$ cat config.mk
export PLATFORM = sky130hd
export DESIGN_NAME = imm_ext_stage
export DESIGN_NICKNAME = d
export VERILOG_FILES = /design/src/rtl/riscv_imm_pkg.sv /design/src/rtl/imm_dec.sv /design/src/rtl/imm_ext_stage.sv
export SDC_FILE = /design/constraint.sdc
export NUM_CORES = 1
export LEC_CHECK = 0
export ABC_AREA = 0
export CAP_MARGIN = 0
export CORE_UTILIZATION = 41
export CTS_CLUSTER_SIZE = 24
export DETAILED_ROUTE_END_ITERATION = 6
export GPL_TIMING_DRIVEN = 0
export MAX_ROUTING_LAYER = met4
export PLACE_DENSITY = 0.77
export SYNTH_ARGS = -nofsm -noshare
export SYNTH_HDL_FRONTEND = slang
export SYNTH_SLANG_ARGS = --single-unit
export TNS_END_PERCENT = 20
$ cat constraint.sdc
create_clock -name clk -period 1.3 [get_ports clk]
set_input_delay 0.325 -clock clk [delete_from_list [all_inputs] [get_ports clk]]
set_output_delay 0.325 -clock clk [all_outputs]
set_load 0.01 [all_outputs]
$ cat src/rtl/riscv_imm_pkg.sv
// Shared types for the RISC-V immediate-extension stage: format select
// encoding, default datapath width and the buffered entry layout.
package riscv_imm_pkg;

   localparam int unsigned XLEN_DEFAULT = 32;
   localparam int unsigned ILEN         = 32;

   typedef enum logic [2:0] {
      IMM_I    = 3'd0,
      IMM_S    = 3'd1,
      IMM_B    = 3'd2,
      IMM_J    = 3'd3,
      IMM_U    = 3'd4,
      IMM_Z    = 3'd5,
      IMM_SH   = 3'd6,
      IMM_RSVD = 3'd7
   } imm_src_e;

   // Entry layout at the default width; wider builds use the same field order.
   typedef struct packed {
      logic [XLEN_DEFAULT-1:0] imm;
      logic [XLEN_DEFAULT-1:0] target;
      logic                    illegal;
   } imm_entry_t;

endpackage

$ cat src/rtl/imm_dec.sv
// Combinational RISC-V immediate decoder: instruction bits + format select
// to an XLEN-wide extended immediate and a reserved-format flag.
module imm_dec
   import riscv_imm_pkg::*;
#(
   parameter int unsigned XLEN = XLEN_DEFAULT
) (
   input  logic [ILEN-1:7] instr,
   input  logic [2:0]      imm_src,
   output logic [XLEN-1:0] imm,
   output logic            illegal
);

   logic       s;
   logic [31:0] raw;

   assign s       = instr[31];
   assign illegal = (imm_src_e'(imm_src) == IMM_RSVD);

   // Every format is built as a 32-bit value whose bit 31 is the correct
   // extension bit, so widening to XLEN is always a sign extension.
   always_comb begin
      raw = '0;
      case (imm_src_e'(imm_src))
         IMM_S:   raw = {{20{s}}, instr[31:25], instr[11:7]};
         IMM_B:   raw = {{19{s}}, instr[31], instr[7], instr[30:25], instr[11:8], 1'b0};
         IMM_J:   raw = {{11{s}}, instr[31], instr[19:12], instr[20], instr[30:21], 1'b0};
         IMM_U:   raw = {instr[31:12], 12'b0};
         IMM_Z:   raw = {27'b0, instr[19:15]};
         IMM_SH:  raw = (XLEN == 64) ? {26'b0, instr[25:20]} : {27'b0, instr[24:20]};
         default: raw = {{20{s}}, instr[31:20]};
      endcase
   end

   if (XLEN > 32) begin : g_wide
      assign imm = {{(XLEN-32){raw[31]}}, raw};
   end else begin : g_narrow
      assign imm = raw;
   end

endmodule

$ cat src/rtl/imm_ext_stage.sv
// Pipelined immediate-extension stage with valid/ready handshake and a
// two-entry (OUT + SKID) buffer. Define IMM_TARGET_EN to add pc + imm target.
module imm_ext_stage
   import riscv_imm_pkg::*;
#(
   parameter int unsigned XLEN = XLEN_DEFAULT
) (
   input  logic            clk,
   input  logic            rst_n,
   input  logic            flush,
   input  logic            in_valid,
   output logic            in_ready,
   input  logic [ILEN-1:0] instr,
   input  logic [2:0]      imm_src,
   input  logic [XLEN-1:0] pc,
   output logic            out_valid,
   input  logic            out_ready,
   output logic [XLEN-1:0] imm_ext,
   output logic [XLEN-1:0] target,
   output logic            imm_illegal
);

   typedef struct packed {
      logic [XLEN-1:0] imm;
      logic [XLEN-1:0] target;
      logic            illegal;
   } entry_t;

   entry_t          out_q, out_d, skid_q, skid_d, new_entry;
   logic            out_valid_q, out_valid_d;
   logic            skid_valid_q, skid_valid_d;
   logic            in_ready_q, in_ready_d;
   logic            accept, drain;
   logic [XLEN-1:0] dec_imm;
   logic            dec_illegal;
   logic            unused_opcode;

   assign unused_opcode = ^instr[6:0];

   imm_dec #(.XLEN(XLEN)) u_dec (
      .instr   (instr[ILEN-1:7]),
      .imm_src (imm_src),
      .imm     (dec_imm),
      .illegal (dec_illegal)
   );

`ifdef IMM_TARGET_EN
   assign new_entry = '{imm: dec_imm, target: dec_imm + pc, illegal: dec_illegal};
`else
   logic unused_pc;
   assign unused_pc = ^pc;
   assign new_entry = '{imm: dec_imm, target: '0, illegal: dec_illegal};
`endif

   assign accept = in_valid & in_ready_q;
   assign drain  = out_valid_q & out_ready;

   // Buffer next-state: SKID always refills OUT first so order is preserved.
   always_comb begin
      out_d        = out_q;
      out_valid_d  = out_valid_q;
      skid_d       = skid_q;
      skid_valid_d = skid_valid_q;
      if (drain) begin
         if (skid_valid_q) begin
            out_d        = skid_q;
            skid_valid_d = 1'b0;
         end else if (accept) begin
            out_d = new_entry;
         end else begin
            out_valid_d = 1'b0;
         end
      end else if (accept) begin
         if (!out_valid_q) begin
            out_d       = new_entry;
            out_valid_d = 1'b1;
         end else begin
            skid_d       = new_entry;
            skid_valid_d = 1'b1;
         end
      end
      if (flush) begin
         out_valid_d  = 1'b0;
         skid_valid_d = 1'b0;
      end
      in_ready_d = ~skid_valid_d;
   end

   always_ff @(posedge clk or negedge rst_n) begin
      if (!rst_n) begin
         out_q        <= '0;
         skid_q       <= '0;
         out_valid_q  <= 1'b0;
         skid_valid_q <= 1'b0;
         in_ready_q   <= 1'b1;
      end else begin
         out_q        <= out_d;
         skid_q       <= skid_d;
         out_valid_q  <= out_valid_d;
         skid_valid_q <= skid_valid_d;
         in_ready_q   <= in_ready_d;
      end
   end

   assign in_ready    = in_ready_q;
   assign out_valid   = out_valid_q;
   assign imm_ext     = out_q.imm;
   assign target      = out_q.target;
   assign imm_illegal = out_q.illegal;

endmodule

==> results.yml, run 1 <==
status:
  outcome: "finished with violations"
  violations: "negative setup slack"
synthesis:
  synth_seq_cells: 69
  ys.flop_type: "dfrtp_1"
  yosysWarnings: 0
  synth-seq-area-share_pct: 44.3
  ys_async_sr_fraction_pct: 100
  synth_cell_types: 43
  netlist_area_um2: 3900
  postSynthAreaPerCell_um2: 8.70
  netlist_instances: 448
  synth-edff-count: 0
die:
  start_util_pct: 42.2
  die_h_um: 99.5
  die_w_um: 99.5
  ios: 139
  num_rows: 35
  core_um2: 9240
  die-area_um2: 9900
power:
  power_switching_uw: 1900
  combPwrFrac_pct: 24.9
  clkPwrFrac_pct: 30.4
  power.internal_uw: 4360
  peakVddDrop_v: 0.000452
  cellLeakagePower_uw: 0.00239
  seq_power_share_pct: 44.7
  power_density_nw_per_um2: 1230
  total_power_uw: 6260
  netSwitchingFraction_pct: 30.3
sta:
  hold_slack_ns: 0.0732
  setup_tns_ns: -2.25
  worst_pin_slew_ns: 0.849
  final.setup.worst_slack_ns: -0.110
  fmax_ghz: 0.709
  rsz0062_at_grt: "true"
  period_needed_ns: 1.41
  setup_viol: 66
  drv_slew: 0
  skew_ns: 0.00643
  finalHoldViolations: 0
  finalCritPeriodShare_pct: 108
  relSlewSlack_pct: 43.4
detailed_routing:
  wl_mm: 10.6
  drtAntennaViolNets: 0
  remaining_drc_errors: 0
  vias: 3647
  first_pass_iters: 5
  drtIter0Drc: 360
  route.detailed.wl_per_inst_um: 15.2
  vias_per_cell: 5.22
placement:
  dpl.hpwl_mm: 7.44
  port_buffers: 64
  placedCellCount: 672
  place_congestion: 0.934
  dpl_worst_slack_ns: -0.733
clock_network:
  clockBufferDepth: 2
  htree_num_levels: 3
  clock_latency_ns: 0.35
  numCtsBuffers: 9
  path_clk_slew_ns: 0.08
  cts_tree: "done"
  cts.root.buffer_cell: "clkbuf_8"
  clock_sinks: 69
grt:
  grt_max_degree: 70
  grt-ovfl-total: 0
  grt_pass1_wl_mm: 17.1
  grt_pass1_vias: 3332
  antenna_found_initial: 0
  track_usage_pct: 22.9
critical_path:
  crit_fanout: 6
  crit_required_ns: 1.54
  arrival_ns: 1.65
  worstSetupPathType: "reg2reg"
  endpoint_kind: "register"
  slowest_delay_ns: 0.57
  worstSetupStartpoint: "in_ready$_DFF_PN1_"
  cp-start-kind: "register"
  crit_chain: "nand2_4 -> a21o_2 -> a22o_1 -> a31o_1"
  cpLargestDelayFamily: "compound AO/OA/AOI/OAI gates"
  path_buf_inv: 0
  r2r-start: "in_ready$_DFF_PN1_"
  critPathSlowestCell: "dfstp_2"
min_path:
  hp-class: "in2async"
layout:
  diodes: 0
  fin_cells: 698
  area_growth_pct: 30.8
  drive_above_1_share_pct: 27.2
  nets: 636
job:
  drv_cap: 0
-- cells in the mapped netlist, drive strengths merged (9+ instances only) --
master	number	area share (%)
nand2b	11	2.0
mux2i	13	3.3
o21ai	101	13
a221oi	11	2.5
nor2	18	1.9
nand3	11	1.4
a21oi	9	1.3
dfrtp	68	44
a22oi	12	2.3
buf	64	11
nand2	75	7.5
-- cell type report --
cell class / instances / area [µm²]
Buffer: 69 / 538
Clock buffer: 12 / 135
Clock inverter: 4 / 73.8
Fill cell: 843 / 4140
Inverter: 3 / 11.3
Multi-Input combinational cell: 337 / 1900
Sequential cell: 69 / 1730
Tap cell: 129 / 161
Timing Repair Buffer: 75 / 552
-- state kept, by name, summed over array words and instances (netlist names) --
signal	cells
skid_valid_q	1
in_ready	1
imm_ext	32
out_valid	1
skid_q	33
imm_illegal	1
-- power groups by stage --
stage / clock (µW) / combinational (µW) / sequential [µW]
floorplan: 0 / 830 / 2870
CTS: 1920 / 1570 / 2800
detailed placement: 0 / 1620 / 2840
global route: 2020 / 1730 / 2850
finish: 1900 / 1560 / 2800
global placement: 0 / 1590 / 2810
-- cells in the final DEF, fill, tap and decap left out, types with 3 or more instances in the layout --
| cell type | n |
|---|---|
| buf_4 | 53 |
| nand3b_1 | 4 |
| nand2_1 | 71 |
| a221oi_2 | 3 |
| buf_6 | 11 |
| o21ai_1 | 53 |
| mux2i_1 | 13 |
| clkdlybuf4s50_1 | 25 |
| a221oi_1 | 8 |
| clkbuf_8 | 9 |
| a31oi_1 | 8 |
| nor3_1 | 7 |
| buf_2 | 36 |
| clkbuf_1 | 4 |
| nand3_1 | 10 |
| conb_1 | 32 |
| a22oi_1 | 12 |
| a21oi_1 | 7 |
| nand2b_1 | 10 |
| o21ai_0 | 44 |
| o21ai_2 | 4 |
| clkbuf_2 | 10 |
| dlygate4sd2_1 | 4 |
| dfrtp_1 | 67 |
| a211oi_2 | 3 |
| nor2_1 | 16 |
| a22o_1 | 5 |
-- final timing paths --
kind	slack [ns]	depth (start not counted)	endpoint
worst min register to register	0.48	2	skid_q[50]$_DFFE_PN0P_
worst min-delay path	0.07	1	imm_ext[7]$_DFFE_PN0P_
worst max-delay path	-0.11	4	imm_ext[0]$_DFFE_PN0P_
min in group clk	0.43	2	in_ready$_DFF_PN1_
worst max register to register	-0.11	4	imm_ext[0]$_DFFE_PN0P_
max in group asynchronous	0.62	1	out_valid$_DFFE_PN0P_
-- per-stage QoR --
stage          utilization [%]  cell area, µm²
2_1_floorplan                -            4030
3_3_place_gp              52.3            4830
3_5_place_dp              52.2            4830
4_1_cts                   55.2            5100
5_1_grt                   55.2            5100
6_report                  55.2            5100
-- layer usage --
layer | share of wire, % | GRT usage, % | up-vias
met5 | 0 | - | -
met4 | 2.0 | 9.16 | 0
li1 | - | - | 1736
met3 | 5.5 | 2.32 | 19
met2 | 48 | 35.3 | 154
met1 | 44 | 31.2 | 1738
-- cell families (layout without fill, tap and decap cells) --
kind of cell | count (synthesis) | count (layout) | synth area share [%]
buf+inv | 73 | 163 | 12.0
xor+xnor | 1 | 1 | 0.225
mux | 14 | 14 | 3.63
flops | 69 | 69 | 44.3
simple gates | 133 | 133 | 15.8
other cells | 1 | 32 | 0.0962
compound gates | 157 | 157 | 23.9
-- what timing repair did --
action | CTS | global route
pin swaps | 4 | 5
resized for setup | 139 | 54
hold buffers | 0 | 0
setup endpoints to repair | 101 | 87
buffers inserted | 7 | 4
cloned | 0 | 0
(Power assumes the default switching activity.)
==> run 2, diff against run 1 <==
--- a/config.mk
+++ b/config.mk
@@ -8,6 +8,7 @@
 export ABC_AREA = 0
 export CAP_MARGIN = 0
 export CORE_UTILIZATION = 41
+export CTS_CLUSTER_DIAMETER = 120
 export CTS_CLUSTER_SIZE = 24
 export DETAILED_ROUTE_END_ITERATION = 6
 export GPL_TIMING_DRIVEN = 0
==> results of run 2 <==
No change in the layout: final DEF, timing and power equal those of run 1.
==> run 3, diff against run 2 <==
--- a/config.mk
+++ b/config.mk
@@ -14,6 +14,7 @@
 export GPL_TIMING_DRIVEN = 0
 export MAX_ROUTING_LAYER = met4
 export PLACE_DENSITY = 0.77
+export SETUP_SLACK_MARGIN = 0.3
 export SYNTH_ARGS = -nofsm -noshare
 export SYNTH_HDL_FRONTEND = slang
 export SYNTH_SLANG_ARGS = --single-unit
==> results.yml, run 3 (synthesis gave the netlist of run 1 again) <==
status:
  outcome: "finished with violations"
  violations: "negative setup slack"
min_path:
  hp-class: "in2async"
placement:
  place_congestion: 0.899
  dpl.hpwl_mm: 7.55
  port_buffers: 64
  place_area_um2: 4830
critical_path:
  crit_chain: "nand2_4 -> a21o_1 -> buf_6 -> a22o_1 -> a31o_1"
  reg2reg_depth: 5
  crit_fanout: 7
  worstSetupPathType: "reg2reg"
  arrival_ns: 1.69
  slowest_delay_ns: 0.58
  cp-start-kind: "register"
  crit_required_ns: 1.55
  critPathSlowestCell: "dfstp_2"
  endpoint_kind: "register"
power:
  peakVddDrop_v: 0.000553
  cellLeakagePower_uw: 0.00239
  power_density_nw_per_um2: 1190
clock_network:
  path_clk_slew_ns: 0.09
  clockBufferDepth: 2
  clock_latency_ns: 0.36
  numCtsBuffers: 9
  cts.root.buffer_cell: "clkbuf_8"
  htree_num_levels: 3
  clock_sinks: 69
  cts_tree: "done"
  hold_buffers: 0
detailed_routing:
  wl_mm: 10.8
  remaining_drc_errors: 0
  drtAntennaViolNets: 0
  drtIter0Drc: 281
  vias: 3694
  first_pass_iters: 5
  route.detailed.wl_per_inst_um: 15.5
  vias_per_cell: 5.31
job:
  drv_cap: 0
layout:
  drive_above_1_share_pct: 26.5
  layout.area.seq_um2: 1730
  final_cell_mix: "nand2_1, dfrtp_1, o21ai_1"
  largest_reg_flops: 33
  fin_area_um2: 5060
  diodes: 0
  regMostFlops: "skid_q"
  nets: 634
  area_growth_pct: 29.8
  fillers: 863
  multiInputGateArea_um2: 1870
  layout_commonest_cell: "nand2_1"
  final_core_utilization_pct: 54.8
sta:
  finalHoldViolations: 0
  rsz0062_at_grt: "true"
  worst_pin_slew_ns: 0.855
  drv_slew: 0
  fmax_ghz: 0.692
  finalCritPeriodShare_pct: 111
  setup_tns_ns: -2.87
  skew_ns: 0.0129
  period_needed_ns: 1.45
  relSlewSlack_pct: 43.0
  final.setup.worst_slack_ns: -0.145
  setup_viol: 60
die:
  ios: 139
  num_rows: 35
  die_w_um: 99.5
  die_h_um: 99.5
  die-area_um2: 9900
  core_um2: 9240
  start_util_pct: 42.2
grt:
  grt_pass1_vias: 3457
  antenna_found_initial: 0
  grt_max_degree: 70
  grt_pass1_wl_mm: 17.3
  grt-ovfl-total: 0
  track_usage_pct: 23.3
[run 3: cell types whose count changed in the layout (fill, tap and decap cells not counted), moves of 3 or more]
cell / change
buf_6: +3
o21ai_1: +3
buf_4: -10
clkbuf_2: -7
clkbuf_4: +3
clkbuf_1: -3
buf_2: +8
[run 3: final timing paths]
path	startpoint	endpoint	slack, ns
setup reg to reg	in_ready$_DFF_PN1_	imm_ext[0]$_DFFE_PN0P_	-0.15
hold reg to reg	skid_q[53]$_DFFE_PN0P_	skid_q[53]$_DFFE_PN0P_	0.48
setup / recovery	in_ready$_DFF_PN1_	imm_ext[0]$_DFFE_PN0P_	-0.15
min in group clk	out_ready	in_ready$_DFF_PN1_	0.43
hold / removal	rst_n	imm_ext[7]$_DFFE_PN0P_	0.06
max in group asynchronous	rst_n	out_valid$_DFFE_PN0P_	0.62
[run 3: cell type report]
cell class | instances | area share (%)
Inverter | 3 | 0.223
Buffer | 70 | 11.0
Timing Repair Buffer | 72 | 11.0
Clock inverter | 6 | 0.915
Sequential cell | 69 | 34.2
Tap cell | 129 | 3.19
Clock buffer | 10 | 2.72
Multi-Input combinational cell | 337 | 36.9
[run 3: routing by layer]
layer	global-route usage, %	part of all wire (%)
met1	31.2	46
met2	35.1	47
met3	4.78	6.4
met4	8.37	1.2
met5	-	0
[run 3: worst max-delay path: cells and delay by family (launching register included)]
kind                   cells  cell delay, ns
flip-flops                 1            0.58
AND/OR/NAND/NOR            1            0.07
buffers and inverters      1            0.14
AO/OA/AOI/OAI              3            0.56
[run 3: metrics by stage]
step	cells	hold slack [ns]	worst slack [ns]	power [µW]
after detailed placement	672	0.465	-0.770	4460
after CTS	694	0.115	-0.148	5950
after global routing	696	0.148	-0.175	6350
after floorplan	479	0.0294	-0.113	3700
after global placement	672	0.456	-2.66	4410
final	696	0.0642	-0.145	6010
[run 3: power by group]
group,leakage [µW],switching [µW],internal [µW],total [µW]
registers,0.000871,227,2560,2790
clock network,0.0000889,897,754,1650
logic,0.00143,850,717,1570
total,0.00239,1970,4030,6010
[run 3: repair_timing]
action	4_1_cts	5_1_grt
setup buffers	5	0
gates resized for setup	156	43
endpoints found under the setup margin	102	103
pin swaps	5	5
gates cloned	1	2
